===== src/rtl/sum_result_fifo_pkg.sv =====
// Shared constants and types for the running-sum result FIFO.
package sum_result_fifo_pkg;

  localparam int SUM_FIFO_WIDTH = 32;
  localparam int SUM_FIFO_DEPTH = 8;
  localparam int SUM_FIFO_AW    = 3;
  localparam int DROP_CNT_W     = 16;

  typedef logic [SUM_FIFO_WIDTH-1:0] sum_word_t;
  typedef logic [DROP_CNT_W-1:0]     drop_cnt_t;

endpackage


===== src/rtl/sum_result_fifo_if.sv =====
// Producer/consumer handshake bundle of the running-sum result FIFO.
interface sum_result_fifo_if;
  import sum_result_fifo_pkg::*;

  sum_word_t in_data;
  logic      in_valid;
  sum_word_t out_data;
  logic      out_valid;
  logic      out_ready;

  // FIFO side
  modport slave (
    input  in_data,
    input  in_valid,
    output out_data,
    output out_valid,
    input  out_ready
  );

  // Adding machine / consumer side
  modport master (
    output in_data,
    output in_valid,
    input  out_data,
    input  out_valid,
    output out_ready
  );

endinterface


===== src/rtl/sum_fifo_mem.sv =====
// DEPTH x 32 register file: one synchronous write port, one asynchronous read port.
module sum_fifo_mem
  import sum_result_fifo_pkg::*;
#(
    parameter int DEPTH = SUM_FIFO_DEPTH,
    parameter int AW    = SUM_FIFO_AW
) (
    input  logic          clk,
    input  logic          we,
    input  logic [AW-1:0] waddr,
    input  sum_word_t     wdata,
    input  logic [AW-1:0] raddr,
    output sum_word_t     rdata
);

    sum_word_t mem [DEPTH];

    // NOTE: storage has no reset; validity is tracked by the pointers, so clearing it buys nothing.
    always_ff @(posedge clk) begin
        if (we) begin
            mem[waddr] <= wdata;
        end
    end

    assign rdata = mem[raddr];

endmodule


===== src/rtl/sum_result_fifo.sv =====
// Show-ahead FIFO buffering the adding machine's running sum for a stallable consumer.
// Optional: define SUM_FIFO_DROP_COUNT_EN to add the saturating drop_count port.
module sum_result_fifo
  import sum_result_fifo_pkg::*;
#(
    parameter int DEPTH = SUM_FIFO_DEPTH,
    parameter int AW    = SUM_FIFO_AW
) (
    input  logic                clk,
    input  logic                reset,
    sum_result_fifo_if.slave    bus,
    output logic [AW:0]         count,
    output logic                full,
    output logic                dropped
`ifdef SUM_FIFO_DROP_COUNT_EN
    ,
    output drop_cnt_t           drop_count
`endif
);

    localparam logic [AW:0] PTR_ONE = {{AW{1'b0}}, 1'b1};

    logic [AW:0] wr_ptr;
    logic [AW:0] rd_ptr;
    logic        push;
    logic        pop;
    logic        drop;

    // Flags come straight from the registered pointers, never from this cycle's push/pop.
    assign bus.out_valid = (wr_ptr != rd_ptr);
    assign full          = (wr_ptr[AW] != rd_ptr[AW]) && (wr_ptr[AW-1:0] == rd_ptr[AW-1:0]);

    assign pop  = bus.out_valid & bus.out_ready;
    assign push = bus.in_valid & (~full | pop);
    assign drop = bus.in_valid & full & ~pop;

    sum_fifo_mem #(
        .DEPTH (DEPTH),
        .AW    (AW)
    ) u_mem (
        .clk   (clk),
        .we    (push),
        .waddr (wr_ptr[AW-1:0]),
        .wdata (bus.in_data),
        .raddr (rd_ptr[AW-1:0]),
        .rdata (bus.out_data)
    );

    // NOTE: state uses non-blocking assignments so every register sees pre-edge values.
    always_ff @(posedge clk) begin
        if (!reset) begin
            wr_ptr  <= '0;
            rd_ptr  <= '0;
            count   <= '0;
            dropped <= 1'b0;
        end else begin
            if (push) begin
                wr_ptr <= wr_ptr + PTR_ONE;
            end
            if (pop) begin
                rd_ptr <= rd_ptr + PTR_ONE;
            end
            if (push && !pop) begin
                count <= count + PTR_ONE;
            end else if (pop && !push) begin
                count <= count - PTR_ONE;
            end
            if (drop) begin
                dropped <= 1'b1;
            end
        end
    end

`ifdef SUM_FIFO_DROP_COUNT_EN
    localparam drop_cnt_t DROP_MAX = '1;
    localparam drop_cnt_t DROP_ONE = {{(DROP_CNT_W-1){1'b0}}, 1'b1};

    always_ff @(posedge clk) begin
        if (!reset) begin
            drop_count <= '0;
        end else if (drop && (drop_count != DROP_MAX)) begin
            drop_count <= drop_count + DROP_ONE;
        end
    end
`endif

endmodule

===== src/flat_wrapper.sv =====
// flat-port wrapper written by rule: the top's interface ports become plain ports
module sum_result_fifo_flat import sum_result_fifo_pkg::*;
#(
    parameter int DEPTH = SUM_FIFO_DEPTH,
    parameter int AW    = SUM_FIFO_AW
)
  (clk, reset, count, full, dropped, bus_in_data, bus_in_valid, bus_out_data, bus_out_valid, bus_out_ready);
  sum_result_fifo_if bus_i ();
  input  logic clk;
  input  logic reset;
  output logic [AW:0] count;
  output logic full;
  output logic dropped;
  input wire logic [$bits(bus_i.in_data)-1:0] bus_in_data;
  input wire logic [$bits(bus_i.in_valid)-1:0] bus_in_valid;
  output wire logic [$bits(bus_i.out_data)-1:0] bus_out_data;
  output wire logic [$bits(bus_i.out_valid)-1:0] bus_out_valid;
  input wire logic [$bits(bus_i.out_ready)-1:0] bus_out_ready;
  assign bus_i.in_data = bus_in_data;
  assign bus_i.in_valid = bus_in_valid;
  assign bus_out_data = bus_i.out_data;
  assign bus_out_valid = bus_i.out_valid;
  assign bus_i.out_ready = bus_out_ready;
  sum_result_fifo #(.DEPTH(DEPTH), .AW(AW)) u_core (.clk(clk), .reset(reset), .bus(bus_i), .count(count), .full(full), .dropped(dropped));
endmodule

===== config.mk =====
export PLATFORM = sky130hd
export DESIGN_NAME = sum_result_fifo_flat
export DESIGN_NICKNAME = d
export VERILOG_FILES = /design/src/rtl/sum_result_fifo_pkg.sv /design/src/rtl/sum_result_fifo_if.sv /design/src/rtl/sum_fifo_mem.sv /design/src/rtl/sum_result_fifo.sv /design/src/flat_wrapper.sv
export SDC_FILE = /design/constraint.sdc
export NUM_CORES = 1
export LEC_CHECK = 0
export BUFFER_PORTS_ARGS = -buffer_cell sky130_fd_sc_hd__clkbuf_2
export CORE_AREA = 2 2 198 200
export DETAILED_ROUTE_END_ITERATION = 12
export DIE_AREA = 0 0 200 202
export PLACE_DENSITY = 0.48
export SKIP_LAST_GASP = 1
export SLEW_MARGIN = 20
export SYNTH_ARGS = -nofsm -noshare
export SYNTH_HDL_FRONTEND = slang
export SYNTH_HIERARCHICAL = 1
export SYNTH_SLANG_ARGS = --single-unit
export TNS_END_PERCENT = 1

===== constraint.sdc =====
create_clock -name clk -period 5.6 [get_ports clk]
set_input_delay 0.28 -clock clk [delete_from_list [all_inputs] [get_ports clk]]
set_output_delay 0.28 -clock clk [all_outputs]
set_load 0.01 [all_outputs]

# Yosys cells after proc, flatten, opt, wreduce, memory -nomap -nowiden

Memory sizes are Yosys's and may differ from the RTL's. A register that Yosys moved wholly into a read port is not among the register bits.
Cells that the tools add are included.

Memories kept: 1
Output and inout bits: 39
ROM bits: 0
Register bits after elaboration: 13
Logic and storage cells: 31
Bits in writable memories: 256
Bits in latches: 0

Multipliers: 0
Mux-type cells: 6
Reduce and logical (&&, ||, !) cells: 6
Eq/ne operators: 3
Magnitude comparators: 0
Divide/modulo/power cells: 0
Shift operators: 0
Add/sub/neg operators: 4
Bitwise gates (word level): 7

Memories:

| name             | words | width | read ports | clocked after Yosys merged registers in | write ports | line               | RTL |
|---|---|---|---|---|---|---|---|
| u_core.u_mem.mem | 8     | 32    | 1          | 1                                       | 1           | sum_fifo_mem.sv:16 | `sum_word_t mem [DEPTH];` |

Operators with widths:

| kind                | number |
|---|---|
| $add 4x1->4 const B | 3 |
| $mux 4              | 2 |
| $mux 3              | 2 |
| $and 1x1->1         | 4 |
| $ne 4x4->1          | 1 |
| $sub 4x1->4 const B | 1 |
| $eq 3x3->1          | 1 |
| $logic_and 1x1->1   | 3 |
| $logic_not 1->1     | 2 |
| $mux 1              | 2 |
| $not 1->1           | 2 |
| $reduce_bool 2->1   | 1 |
| $ne 1x1->1          | 1 |
| $or 1x1->1          | 1 |

# Logic depth before layout (Yosys ltp)

Word-level depth: 9
Gate-level depth with buffers: 11
Mapped depth without buffers: 10

# Modules after synthesis

The synthesis kept the hierarchy.

By module, submodules not included:

| module          | sequential area each (um2) | cells an instance | area each (um2) | instances |
|---|---|---|---|---|
| sum_fifo_mem    | 7687.4                     | 383               | 9825.7          | 1 |
| sum_result_fifo | 260.2                      | 91                | 817.0           | 1 |

# Worst setup path after synthesis

OpenSTA, ideal clock, no wires.

Path type: register to register
Start: register u_core.wr_ptr[1]
End: memory u_core/u_mem/mem[0][0] (netlist name), enable pin
Cell stages (with the launch flop): 6
Path buffers: 0
Setup slack: 1.627 ns
Data required time: 5.139 ns
Data arrival time: 3.512 ns
Cells stage by stage: dfxtp_1 > xor2_1 > nor4_4 > a21oi_1 > nand2b_1 > nor3_1

Cells in the longest elaborated chain, start to end: 7

RTL lines:

| item                         | line                  | RTL |
|---|---|---|
| start: declaration           | sum_result_fifo.sv:23 | `logic [AW:0] wr_ptr;` |
| start signal: assignment     | sum_result_fifo.sv:58 | `wr_ptr <= wr_ptr + PTR_ONE;` |
| $eq 3x3->1                   | sum_result_fifo.sv:31 | `assign full = (wr_ptr[AW] != rd_ptr[AW]) && (wr_ptr[AW-1:0] == rd_ptr[AW-1:0]);` |
| $logic_and 1x1->1            | sum_result_fifo.sv:31 |  |
| named net full               | flat_wrapper.sv:12    | `output logic full;` |
| $not 1->1                    | sum_result_fifo.sv:34 | `assign push = bus.in_valid & (~full \| pop);` |
| $or 1x1->1                   | sum_result_fifo.sv:34 |  |
| $and 1x1->1                  | sum_result_fifo.sv:34 |  |
| named net u_core.push        | sum_result_fifo.sv:25 | `logic push;` |
| $mux 1                       | sum_fifo_mem.sv:20    | `if (we) begin` |
| $mux 1 (not written as such) | sum_fifo_mem.sv:21    | `mem[waddr] <= wdata;` |
| end: declaration             | sum_fifo_mem.sv:16    |  |

The timed path passes the listed nets, and every way through them passes these cells.

==> impl_metrics.yaml <==
outcome:
  status: "complete, no violations"
worst_setup_path:
  crit_chain: "buf_4 -> mux4_1 -> mux2_2 -> clkbuf_2"
  cp_slowest_cell: "dfxtp_4"
  start_kind: "flip-flop"
  crit_arrival_ns: 3.16
  worstPathRequired_ns: 5.32
  path_class: "flip-flop to output pin"
  slowest_delay_ns: 0.71
  end_kind: "output pin"
  worstPathMaxFanout: 38
cts:
  cts_setup_buffers: 0
  cts_sinks: 269
  postCtsResizedCells: 0
  numCtsBuffers: 29
  clk_pin_slew_ns: 0.06
  h-tree-depth: 1
  cts-root-buf: "clkbuf_16"
  cts_hold_buf: 0
  cts_tree: "yes"
  clock_latency_ns: 0.53
  clk_path_buf_depth: 3
drt:
  drt-wirelength-per-cell_um: 19.78
  drt_iter0_markers: 306
  viasPerCell: 4.463
  dr.pass1.iters: 4
  drc: 0
  antenna_left: 0
  routed-via-count: 4950
  totalWireLength_um: 21940
floorplanning:
  core_area_um2: 38290
  pin_count: 75
  die_w_um: 200
  die-height_um: 202
  std_cell_rows: 72
  die_area_um2: 40400
  start_util_pct: 27.80
synth:
  syn_area_um2: 10640
  synth-async-reset-ratio_pct: 0
  synth-main-ff-cell: "edfxtp_1"
  yosysSeqAreaShare_pct: 74.68
  synth_edf_count: 256
  postSynthAreaPerCell_um2: 22.45
  synth.distinct_cells: 41
  syn_nets: 516
  syn_inst: 474
  ys_warn_count: 6
  ys_seq_elements: 269
finish:
  finish.net_count: 611
  seq_area_um2: 7956
  fillers: 3632
  syn2layout_area_growth_pct: 19.21
  layout-drive-gt1-share_pct: 33.33
  multiInputGateArea_um2: 2580
  instances_no_fill: 1109
  num_antenna_cells: 0
timing:
  worstMarginPinSlew_ns: 0.9990
  min_period_ns: 3.444
  slew_headroom_pct: 33.04
  finalWorstSetupSlack_ns: 2.156
  rsz0062_at_grt: "no"
  period_share_pct: 61.50
  max_freq_mhz: 290.4
  finalMaxSlewViolations: 0
  finalClockSkew_ns: 0.01157
  finalSetupViolCount: 0
  fin_tns_setup_ns: 0
  hold_viol: 0
global_routing:
  grt_use_met3_pct: 2.002
  antenna_found_initial: 0
  busiest_layer: "met2"
  met1_usage_pct: 14.01
  grt_pass1_vias: 5358
  grt.met2_usage_pct: 19.26
  grt_pass1_wl_um: 33000
  grt_overflow: 0
  track_usage_pct: 10.98
  grt_max_degree: 68
placed_design:
  pre_cts_ws_ns: 2.262
  dp.cells: 1056
  hpwl_um: 13670
  port_buffers: 74
  place_congestion: 0.7062
hold_path:
  worst_hold_path_type: "primary input to flip-flop"
pwr:
  powerDensity_nw_per_um2: 404.3
  leakagePower_nw: 4.084
  ir_drop_mv: 0.2353
flow_run:
  maxCapViolCount: 0
## registers in the layout, summed over array words and instances (netlist names)
| name | cells |
|---|---|
| u_core/count | 4 |
| u_core/dropped | 1 |
| u_core/rd_ptr | 4 |
| u_core/u_mem/mem | 256 |
| u_core/wr_ptr | 4 |
## synth_stat cells (all sizes together) (4+ instances only)
library cell  count  area [um2]
nor2             14       52.55
or3               4       25.02
a21oi             5       25.02
nand2             6       22.52
nand2b            4       25.02
xor2              6       60.06
dfxtp            13       260.3
mux2             32       360.4
inv               5       18.77
ha                5       62.56
buf              18       131.4
nand3             6       30.03
edfxtp          256        7687
mux4             64        1592
## final timing paths
| path | slack (ns) | depth (start not counted) | startpoint | endpoint |
|---|---|---|---|---|
| max | 2.16 | 4 | u_core/rd_ptr[0] | bus_out_data[5] |
| min | 0.03 | 1 | bus_in_data[23] | u_core/u_mem/mem[6][23] |
| max reg2reg | 2.32 | 9 | u_core/rd_ptr[0] | u_core/count[3] |
| min reg2reg | 0.48 | 2 | u_core/count[3] | u_core/count[3] |
## cell type report
cell class | count | share of cell area [%]
clock inverters | 18 | 1.174
flip-flops and latches | 269 | 62.71
well taps | 518 | 5.108
multi-input cells | 178 | 20.34
inverters | 6 | 0.1775
repair buffers | 85 | 4.596
clock buffers | 35 | 5.897
## kinds of logic (layout without fill, tap and decap cells)
kind of cell / Yosys count / after routing / share of synthesized area [%]
flip-flops: 269 / 269 / 74.68
AO/OA/AOI/OAI: 20 / 20 / 1.352
multiplexers: 99 / 99 / 18.62
XOR/XNOR: 8 / 8 / 0.7289
buffers and inverters: 27 / 144 / 1.599
AND/OR/NAND/NOR: 45 / 45 / 2.245
adder cells (fa/ha/maj): 6 / 6 / 0.7759
## layout by cell type, fill, tap and decap left out, types with 6 or more instances in the layout
| cell type | instances |
|---|---|
| clkbuf_1 | 6 |
| clkbuf_16 | 29 |
| clkbuf_2 | 74 |
| clkinv_1 | 7 |
| dfxtp_1 | 10 |
| edfxtp_1 | 256 |
| mux2_2 | 32 |
| mux4_1 | 40 |
| mux4_2 | 24 |
| nand2_1 | 6 |
| nand3_1 | 6 |
| nor2_1 | 8 |
| nor2_4 | 6 |
## critical path: cells and delay by family, from the launching register on
family	cells	cell delay, ns
mux	2	1.03
flops	1	0.71
buf+inv	2	0.83
## through the flow
step / hold slack, ns / util (%) / area, um2 / power [mW]
3_3_place_gp: 0.4631 / 30.40 / 11640 / 3.405
4_1_cts: 0.002470 / 33.14 / 12690 / 5.227
5_1_grt: 0.02539 / 33.14 / 12690 / 5.368
3_5_place_dp: 0.4706 / 30.79 / 11790 / 3.433
2_1_floorplan: 0.3789 / - / 10640 / 3.099
6_report: 0.02816 / 33.14 / 12690 / 5.129
## report_power, final
| group | switching [mW] | internal, mW |
|---|---|---|
| Sequential | 0.0898 | 2.32 |
| Combinational | 0.464 | 0.478 |
| Clock | 0.737 | 1.04 |
| Total | 1.29 | 3.84 |
## routing by layer
| metal | wire length, um | vias to the layer above |
|---|---|---|
| li1 | - | 2219 |
| met1 | 9449 | 2593 |
| met2 | 11230 | 101 |
| met3 | 789 | 37 |
| met4 | 478 | 0 |
| met5 | 0 | - |
Note: power is estimated with default switching activity, not from simulation.
